File: config.mk
export PLATFORM = sky130hd
export DESIGN_NAME = axi_write_block
export DESIGN_NICKNAME = d
export VERILOG_FILES = /design/src/rtl/axi_write_pkg.sv /design/src/rtl/axi_write_block.sv
export SDC_FILE = /design/constraint.sdc
export NUM_CORES = 1
export LEC_CHECK = 0
export CELL_PAD_IN_SITES_DETAIL_PLACEMENT = 1
export CELL_PAD_IN_SITES_GLOBAL_PLACEMENT = 1
export CORE_ASPECT_RATIO = 2
export CORE_MARGIN = 2
export CORE_UTILIZATION = 34
export DETAILED_ROUTE_END_ITERATION = 10
export PLACE_DENSITY_LB_ADDON = 0.1
export SYNTH_ARGS = -nofsm -noshare
export SYNTH_HDL_FRONTEND = slang
export SYNTH_SLANG_ARGS = --single-unit
File: constraint.sdc
create_clock -name clk -period 3.95 [get_ports clk]
set_input_delay 0.395 -clock clk [delete_from_list [all_inputs] [get_ports clk]]
set_output_delay 0.395 -clock clk [all_outputs]
set_load 0.02 [all_outputs]
File: src/rtl/axi_write_pkg.sv
// Shared types and constants for the AXI write block: FSM encoding, bus word
// geometry and the last-beat strobe lookup.
package axi_write_pkg;

  typedef enum logic [2:0] {
    ST_IDLE,
    ST_ADDR,
    ST_FETCH,
    ST_LOAD,
    ST_DATA,
    ST_RESP,
    ST_DONE
  } state_e;

  localparam int         WORD_BYTES = 4;
  localparam logic [3:0] STRB_FULL  = 4'hF;

  // Strobe for the final beat, from the byte count modulo the word size.
  function automatic logic [3:0] last_strb(input logic [1:0] rem);
    case (rem)
      2'd1:    return 4'h1;
      2'd2:    return 4'h3;
      2'd3:    return 4'h7;
      default: return STRB_FULL;
    endcase
  endfunction

endpackage

File: src/rtl/axi_write_block.sv
// Single-burst AXI write master: one address handshake, then one W beat per
// FIFO word, then wait for the write response. All bus outputs are flops.
module axi_write_block
  import axi_write_pkg::*;
(
  input  logic        clk,
  input  logic        reset,
  input  logic        start,
  input  logic [31:0] addr,
  input  logic [15:0] transfer_size,
  output logic [31:0] awaddr,
  output logic        awvalid,
  input  logic        awready,
  output logic [31:0] wdata,
  output logic        wvalid,
  output logic [3:0]  wstrb,
  input  logic        wready,
  input  logic        bvalid,
  output logic        bready,
  input  logic [31:0] data_in,
  input  logic        empty,
  output logic        rd_en,
  output logic        busy,
  output logic        done
);

  state_e      state_q, state_d;
  logic [31:0] awaddr_q, awaddr_d;
  logic [31:0] wdata_q, wdata_d;
  logic [3:0]  wstrb_q, wstrb_d;
  logic [1:0]  size_rem_q, size_rem_d;
  logic [16:0] beats_q, beats_d;
  logic        awvalid_q, awvalid_d;
  logic        wvalid_q, wvalid_d;
  logic        bready_q, bready_d;
  logic        rd_en_q, rd_en_d;
  logic        busy_q, busy_d;
  logic        done_q, done_d;
  logic [16:0] beats_calc;

  // Round the byte count up to whole 32-bit words without overflowing.
  assign beats_calc = ({1'b0, transfer_size} + 17'd3) >> 2;

  always_comb begin
    state_d    = state_q;
    awaddr_d   = awaddr_q;
    wdata_d    = wdata_q;
    wstrb_d    = wstrb_q;
    size_rem_d = size_rem_q;
    beats_d    = beats_q;

    case (state_q)
      ST_IDLE, ST_DONE: begin
        if (start) begin
          awaddr_d   = addr;
          size_rem_d = transfer_size[1:0];
          beats_d    = beats_calc;
          state_d    = (transfer_size == 16'd0) ? ST_DONE : ST_ADDR;
        end
      end
      ST_ADDR: begin
        if (awready) state_d = ST_FETCH;
      end
      ST_FETCH: begin
        if (!empty) state_d = ST_LOAD;
      end
      ST_LOAD: begin
        // First LOAD cycle carries the rd_en pulse; data_in is valid on the next.
        if (!rd_en_q) begin
          wdata_d = data_in;
          wstrb_d = (beats_q == 17'd1) ? last_strb(size_rem_q) : STRB_FULL;
          state_d = ST_DATA;
        end
      end
      ST_DATA: begin
        if (wready) begin
          beats_d = beats_q - 17'd1;
          state_d = (beats_q == 17'd1) ? ST_RESP : ST_FETCH;
        end
      end
      ST_RESP: begin
        if (bvalid) state_d = ST_DONE;
      end
      default: state_d = ST_IDLE;
    endcase

    // Outputs are decoded from the next state so they come straight from flops.
    awvalid_d = (state_d == ST_ADDR);
    wvalid_d  = (state_d == ST_DATA);
    bready_d  = (state_d == ST_RESP);
    rd_en_d   = (state_q == ST_FETCH) && (state_d == ST_LOAD);
    busy_d    = (state_d inside {ST_ADDR, ST_FETCH, ST_LOAD, ST_DATA, ST_RESP});
    done_d    = (state_d == ST_DONE);
  end

  always_ff @(posedge clk) begin
    if (reset) begin
      state_q    <= ST_IDLE;
      awaddr_q   <= '0;
      wdata_q    <= '0;
      wstrb_q    <= '0;
      size_rem_q <= '0;
      beats_q    <= '0;
      awvalid_q  <= 1'b0;
      wvalid_q   <= 1'b0;
      bready_q   <= 1'b0;
      rd_en_q    <= 1'b0;
      busy_q     <= 1'b0;
      done_q     <= 1'b0;
    end else begin
      state_q    <= state_d;
      awaddr_q   <= awaddr_d;
      wdata_q    <= wdata_d;
      wstrb_q    <= wstrb_d;
      size_rem_q <= size_rem_d;
      beats_q    <= beats_d;
      awvalid_q  <= awvalid_d;
      wvalid_q   <= wvalid_d;
      bready_q   <= bready_d;
      rd_en_q    <= rd_en_d;
      busy_q     <= busy_d;
      done_q     <= done_d;
    end
  end

  assign awaddr  = awaddr_q;
  assign awvalid = awvalid_q;
  assign wdata   = wdata_q;
  assign wvalid  = wvalid_q;
  assign wstrb   = wstrb_q;
  assign bready  = bready_q;
  assign rd_en   = rd_en_q;
  assign busy    = busy_q;
  assign done    = done_q;

endmodule

Yosys cells after proc, flatten, opt, wreduce, memory -nomap -nowiden
Index checks and enable logic that the tools add are counted.
{"block": "word_totals", "input_bits": 87, "elab_cells": 56, "register_bits": 96, "output_inout_bits": 74}
{"block": "classes", "eq_ne": 18, "mux": 14, "n_addsub": 2, "n_reduce_logical": 9, "bitwise": 1}
{"cell": "$mux 17", "count": 2}
{"cell": "$pmux 17 s2", "count": 1}
{"cell": "$mux 3", "count": 8}
{"cell": "$eq 3x3->1 const B", "count": 6}
{"cell": "$pmux 3 s6", "count": 1}
{"cell": "$add 16x2->17 const B", "count": 1}
{"cell": "$eq 17x1->1 const B", "count": 1}
{"cell": "$sub 17x1->17 const B", "count": 1}
{"cell": "$logic_not 16->1", "count": 1}
{"cell": "$eq 3x2->1 const B", "count": 4}
{"cell": "$pmux 4 s3", "count": 1}
{"cell": "$eq 3x1->1 const B", "count": 2}
{"cell": "$reduce_bool 5->1", "count": 1}
{"cell": "$eq 2x2->1 const B", "count": 2}
{"cell": "$mux 4", "count": 1}
{"cell": "$ne 2x2->1 const B", "count": 2}
{"cell": "$reduce_and 2->1", "count": 2}
{"cell": "$logic_not 3->1", "count": 1}
{"cell": "$reduce_and 3->1", "count": 1}
{"cell": "$eq 2x1->1 const B", "count": 1}
{"cell": "$reduce_bool 2->1", "count": 1}
{"cell": "$reduce_or 2->1", "count": 1}
{"cell": "$logic_and 1x1->1", "count": 1}
{"cell": "$not 1->1", "count": 1}

Depth between registers and ports, before layout
Gate-level depths: netlist of the first run.
{"block": "depth", "word_depth": 6, "ltp_mapped": 8, "mapped_depth_nobuf": 7}

Least setup slack after synthesis of the first run
No wires, ideal clock.
{"block": "synth_timing", "kind": "input -> register", "startpoint": "input transfer_size[2]", "endpoint": "register awvalid_q (netlist: awvalid)", "required_time_ps": 3819, "cell_stages": 5, "arrival_ps": 1600, "path_slack_ps": 2219, "path_buffers": 0, "setup_ps": 131, "path_cell_list": "nor4_1 nand4_1 a221o_1 o2111ai_1 a221oi_1"}
{"block": "synth_via", "elab_chain_len": 5}
{"element": "from (decl)", "line_no": "axi_write_block.sv:10", "source": "input logic [15:0] transfer_size,"}
{"element": "$logic_not 16->1", "line_no": "axi_write_block.sv:58", "source": "state_d = (transfer_size == 16'd0) ? ST_DONE : ST_ADDR;"}
{"element": "$mux 3", "line_no": "axi_write_block.sv:58"}
{"element": "$mux 3", "line_no": "axi_write_block.sv:54", "source": "if (start) begin"}
{"element": "$pmux 3 s6", "line_no": "axi_write_block.sv:52", "source": "case (state_q)"}
{"element": "$eq 3x1->1", "line_no": "axi_write_block.sv:88", "source": "awvalid_d = (state_d == ST_ADDR);"}
{"element": "to (signal assigned)", "line_no": "axi_write_block.sv:117", "source": "awvalid_q <= awvalid_d;"}
{"element": "to (decl)", "line_no": "axi_write_block.sv:33", "source": "logic awvalid_q, awvalid_d;"}
No other way between the ends.
A chain may end at the register's enable or synchronous reset.

Worst setup path after layout of the first run
{"block": "layout_timing", "startpoint": "input transfer_size[5]", "endpoint": "register awvalid_q (netlist: awvalid)"}
Same word-level chain as after synthesis.

==> reports/results.ini, run 1 <==
[min_path]
hold_class = in -> reg
min_to = state_q[2]
hold-path-cell-count = 2
worstHoldStart = reset

[timing]
fin_setup_tns_ps = 0
drv_slew = 0
slew_headroom = 0.272
setup_violations = 0
worst_clock_skew_ps = 10.8
worstMarginPinSlew_ps = 1090
period_share = 0.641
period_needed_ps = 2530
layout_setup_ws_ps = 1420
fmaxAchievable_mhz = 395
rsz0062_at_grt = no
finalHoldViolations = 0

[finish]
diodes = 0
fin_cells = 848
post-route-util = 0.509
multi_input_area_um2 = 2220
syn2layout_area_growth_pct = 47.2
fillCellCount = 1477
drive_gt1_frac = 0.0616
layout.nets = 784
register_area_um2 = 1920
finalInstanceArea_um2 = 6350

[logic_synthesis]
syn_avg_cell_area_um2 = 7.87
async_reset_ff_frac = 0
ys_seq_area_frac = 0.445
yosys_warnings = 0
syn_area_um2 = 4310
synth_nets = 639
yosys_register_bits = 96
synth-edff-count = 0
synth_top_area_cell = dfxtp_1
synth.distinct_cells = 60
syn_inst = 548
synth_flop_cell = dfxtp_1
ys_top_cells_by_area = dfxtp_1, nand2_1, a21oi_1
synth_top_area_frac = 0.445

[worst_setup_path]
worst_setup_path_end_kind = flop
worst-path-max-fanout = 5
reg2reg_from = beats_q[0]
cp.arrival_ps = 2720
r2r_cells = 6
r2r_slack_ps = 1630
critPathBufInv = 1
r2r-end = awvalid
critPathKind = in -> reg
cp_top_family = simple AND/OR/NAND/NOR gates
path_cells = clkdlybuf4s50_1 -> nor4_1 -> nand4_1 -> a221o_1 -> o2111ai_1 -> a221oi_1
slowest_delay_ps = 610
worstPathRequired_ps = 4140
critical_path.slowest_cell = nor4_1
crit_path_start_kind = primary input

[drt]
via_per_inst = 5.31
drc = 0
wl_um = 14700
drt-initial-drc-count = 134
drt_first_pass_iters = 4
antenna_left = 0
wl_per_cell_um = 17.3
via_count = 4503

[placed_design]
placedCellCount = 832
dp_hpwl_um = 11200
port_buffers = 160
placed_cell_area_um2 = 6020
place_congestion = 0.933
pre_cts_ws_ps = 1090

[clock_network]
cts-resized-gates = 0
cts_buffers = 9
clk_root_buffer_cell = clkbuf_16
htree_levels = 3
clock-sinks = 96
clk_latency_ps = 350
path_clk_slew_ps = 70
hold_buffers = 0
cts_tree = yes
cts_buffer_depth = 2
post_cts_buffers = 0

[grt]
grt_max_degree = 47
grt_overflow = 0
antenna_found_initial = 0
grt_pass1_wl_um = 23700
grt_usage = 0.218
grt_pass1_vias = 4709

[die]
top_level_ports = 161
start_util = 0.346
die_area_um2 = 13700
die_w_um = 83.7
rows = 58
core_um2 = 12500
die_y_um = 163

[pwr]
vdd_drop_max_mv = 0.266
power_leakage_uw = 0.00220
p_per_area_nw_per_um2 = 475

[run]
drv_cap = 0

[outcome]
status = complete, no violations

final cells by class:
type | count | area share
flip-flops and latches | 96 | 0.303
clock inverters | 7 | 0.0160
inverters | 14 | 0.00828
repair buffers | 166 | 0.259
clock buffers | 9 | 0.0355
well taps | 150 | 0.0296
multi-input cells | 406 | 0.350
where the power goes:
group	total (uW)	switching (uW)	internal, uW	leakage [uW]
Combinational	887	508	380	0.00126
Clock	963	400	563	0.000158
Sequential	1170	101	1070	0.000782
Yosys cell counts (all sizes together) (2+ instances only):
| cell type | count |
|---|---|
| ha | 4 |
| o211ai | 2 |
| a21oi | 84 |
| o221a | 2 |
| o21ai | 21 |
| nand2b | 3 |
| o22ai | 4 |
| a221o | 2 |
| nand2 | 151 |
| nor3 | 11 |
| xnor2 | 12 |
| clkbuf | 26 |
| nand4 | 5 |
| a211oi | 4 |
| inv | 14 |
| nor3b | 7 |
| nor2b | 2 |
| nand3 | 8 |
| and3 | 3 |
| a221oi | 3 |
| buf | 6 |
| a31oi | 9 |
| nor4 | 11 |
| a21o | 2 |
| a2111oi | 2 |
| xor2 | 3 |
| or3 | 4 |
| nor2 | 25 |
| dfxtp | 96 |
state kept, by name, summed over array words and instances, names as in the netlist:
register    cells
beats_q        17
done            1
rd_en           1
busy            1
wdata          32
state_q         3
wvalid          1
awvalid         1
awaddr         32
wstrb           4
bready          1
size_rem_q      2
kinds of logic after synthesis:
kind of cell             count (synthesis)  synth area share
AO/OA/AOI/OAI                          149             0.211
buffers and inverters                   46            0.0423
flip-flops                              96             0.445
AND/OR/NAND/NOR                        238             0.260
XOR/XNOR                                15            0.0305
adder cells (fa/ha/maj)                  4            0.0116
routing by layer:
metal	global-route usage	up-vias	wire length [um]
met5	0	-	0
met4	0.103	0	526
met3	0.0500	33	705
met2	0.425	137	8340
met1	0.211	2143	5130
li1	-	2190	-
worst max path at each step:
| stage | start | end | slack, ps | depth (start not counted) |
|---|---|---|---|---|
| after floorplan | transfer_size[2] | awvalid | 2220 | 5 |
| after global placement | transfer_size[5] | awvalid | 1210 | 6 |
| after detailed placement | transfer_size[5] | awvalid | 1090 | 6 |
| after CTS | transfer_size[5] | awvalid | 1390 | 6 |
| after global routing | state_q[2] | busy | 1360 | 5 |
| final | transfer_size[5] | awvalid | 1420 | 6 |
worst register-to-register path, delay by kind of cell, from the launching register on:
family | cells | cell delay (ps)
AOI/OAI and AO/OA | 3 | 810
adders and majority gates | 1 | 310
DFF | 1 | 480
and+or+nand+nor | 2 | 600
per-stage QoR:
| stage | power [uW] | hold WS [ps] |
|---|---|---|
| after floorplan | 1690 | 436 |
| after global placement | 2050 | 441 |
| after detailed placement | 2080 | 449 |
| after CTS | 3050 | 396 |
| after global routing | 3190 | 416 |
| final | 3020 | 407 |
cell usage in the layout, fill, tap and decap left out, types with 3 or more instances in the layout:
cell type / count
clkdlybuf4s50_1: 159
nand2_1: 151
dfxtp_1: 96
a21oi_1: 83
nor2_1: 23
o21ai_0: 16
inv_1: 14
xnor2_1: 12
nor3_1: 11
a31oi_1: 9
clkbuf_16: 9
nand3_1: 8
nor4_1: 6
buf_4: 6
nand4_1: 5
or3_1: 4
nor3b_1: 4
o21ai_1: 4
a211oi_1: 4
o22ai_1: 4
ha_1: 4
nand2b_1: 3
xor2_1: 3
and3_1: 3
nor3b_2: 3
a221oi_1: 3
nor4_2: 3
(Power assumes the default switching activity.)
==> run 2, diff against run 1 <==
--- a/config.mk
+++ b/config.mk
@@ -9,7 +9,7 @@
 export CELL_PAD_IN_SITES_GLOBAL_PLACEMENT = 1
 export CORE_ASPECT_RATIO = 2
 export CORE_MARGIN = 2
-export CORE_UTILIZATION = 34
+export CORE_UTILIZATION = 31
 export DETAILED_ROUTE_END_ITERATION = 10
 export PLACE_DENSITY_LB_ADDON = 0.1
 export SYNTH_ARGS = -nofsm -noshare
==> constraint.sdc (replaced) <==
create_clock -name clk -period 2.4 [get_ports clk]
set_input_delay 0.24 -clock clk [delete_from_list [all_inputs] [get_ports clk]]
set_output_delay 0.24 -clock clk [all_outputs]
set_load 0.02 [all_outputs]
==> reports/results.ini, run 2 (same netlist as run 1, synthesis figures left out) <==
[clock_network]
clk_root_buffer_cell = clkbuf_16  ; unchanged
path_clk_slew_ps = 80  ; was 70 ps
post_cts_buffers = 0  ; unchanged
clk_latency_ps = 350  ; about the same
cts_tree = yes  ; unchanged
cts-resized-gates = 0  ; unchanged
cts_buffers = 9  ; unchanged
htree_levels = 3  ; unchanged
hold_buffers = 0  ; unchanged
cts_buffer_depth = 2  ; unchanged
clock-sinks = 96  ; unchanged

[timing]
setup_violations = 0  ; unchanged
drv_slew = 0  ; unchanged
worstMarginPinSlew_ps = 491  ; was 1090 ps
fin_setup_tns_ps = 0  ; unchanged
period_share = 0.857
period_needed_ps = 2060
fmaxAchievable_mhz = 486
layout_setup_ws_ps = 344  ; was 1420 ps
slew_headroom = 0.672  ; was 0.272
worst_clock_skew_ps = 12.8  ; was 10.8 ps
finalHoldViolations = 0  ; unchanged
rsz0062_at_grt = no  ; unchanged

[min_path]
worstHoldStart = reset  ; unchanged
min_to = awaddr[18]  ; was state_q[2]
hold-path-cell-count = 2  ; unchanged
hold_class = in -> reg  ; unchanged

[drt]
via_per_inst = 5.10  ; was 5.31
antenna_left = 0  ; unchanged
wl_per_cell_um = 16.4  ; was 17.3 um
wl_um = 14400  ; was 14,700 um
drc = 0  ; unchanged
drt_first_pass_iters = 4  ; unchanged
via_count = 4482  ; was 4,503
drt-initial-drc-count = 94  ; was 134

[finish]
layout.nets = 808  ; was 784
final_common_cell = clkdlybuf4s50_1  ; unchanged
layout_common_cells = clkdlybuf4s50_1, nand2_1, dfxtp_1  ; unchanged
finalInstanceArea_um2 = 6540  ; was 6350 um^2
diodes = 0  ; unchanged
syn2layout_area_growth_pct = 51.7  ; was 47.2%
drive_gt1_frac = 0.0928  ; was 0.0616
fillCellCount = 1655  ; was 1,477

[placed_design]
place_congestion = 0.785  ; was 0.933
port_buffers = 160  ; unchanged
placed_cell_area_um2 = 6250  ; was 6020 um^2
dp_hpwl_um = 10500  ; was 11,200 um
pre_cts_ws_ps = 8.65  ; was 1090 ps

[grt]
grt_overflow = 0  ; unchanged
grt_usage = 0.197  ; was 0.218
grt_pass1_wl_um = 23200  ; was 23,700 um
grt_max_degree = 61  ; was 47
antenna_found_initial = 0  ; unchanged
grt_pass1_vias = 4570  ; was 4,709

[die]
core_um2 = 13700  ; was 12,500 um^2
die_y_um = 171  ; was 163 um
die_w_um = 87.4  ; was 83.7 um
rows = 61  ; was 58
start_util = 0.314  ; was 0.346
die_area_um2 = 14900  ; was 13,700 um^2
top_level_ports = 161  ; unchanged

[worst_setup_path]
worstPathRequired_ps = 2590  ; was 4140 ps
r2r_slack_ps = 340  ; was 1630 ps
crit_path_start_kind = primary input  ; unchanged
r2r_cells = 6  ; unchanged
worst_setup_path_end_kind = flop  ; unchanged
worst-path-max-fanout = 4  ; was 5
r2r-end = awvalid  ; unchanged
reg2reg_from = state_q[2]  ; was beats_q[0]
critPathKind = in -> reg  ; unchanged
cp.arrival_ps = 2250  ; was 2720 ps

[outcome]
status = complete, no violations  ; unchanged

[run]
drv_cap = 0  ; unchanged

[pwr]
vdd_drop_max_mv = 0.350  ; was 0.266 mV
p_per_area_nw_per_um2 = 744  ; was 475 nW/um^2
power_leakage_uw = 0.00231  ; was 0.00220 uW

## run 2: power by group
part           leakage, uW  switching [uW]  internal [uW]  total, uW
registers         0.000782             158           1760       1910
logic              0.00138             837            686       1520
clock network     0.000146             672            756       1430
total              0.00231            1670           3200       4870
## run 2: worst max path at each step
| stage | to | slack, ps | depth (start not counted) | start |
|---|---|---|---|---|
| after global placement | awvalid | 70 | 7 | transfer_size[8] |
| after detailed placement | awvalid | 9 | 7 | transfer_size[8] |
| after floorplan | beats_q[7] | 710 | 5 | beats_q[2] |
| after CTS | awvalid | 350 | 6 | state_q[2] |
| after global routing | busy | 90 | 7 | transfer_size[8] |
| final | awvalid | 340 | 7 | transfer_size[8] |
## run 2: layout make-up
cell class	count	area, um^2	area share
Clock buffer	10	239	0.0365
Inverter	14	52.6	0.00803
Tap cell	157	196	0.0300
Sequential cell	96	1920	0.294
Timing Repair Buffer	190	1860	0.284
Multi-Input combinational cell	406	2220	0.339
Clock inverter	6	55.1	0.00841
## run 2: through the flow
step           std cells  hold WS [ps]  utilization  power [uW]
4_1_cts              879           295        0.476        4920
3_5_place_dp         863           449        0.455        3480
5_1_grt              879           324        0.476        5160
6_report             879           299        0.476        4870
2_1_floorplan        548           376            -        2780
3_3_place_gp         863           440        0.455        3450
## run 2: layer usage
metal / wire length [um] / vias up / track usage
li1: - / 2236 / -
met2: 7310 / 116 / 0.334
met3: 895 / 10 / 0.0564
met1: 6050 / 2120 / 0.237
met4: 167 / 0 / 0.0575
met5: 0 / - / 0
## run 2: critical path, stage by stage
cell             delay, ps
clkdlybuf4s50_1        470
nor4_1                 400
nand4_1                190
buf_4                  190
a221o_1                380
o2111ai_1              280
a221oi_1                90
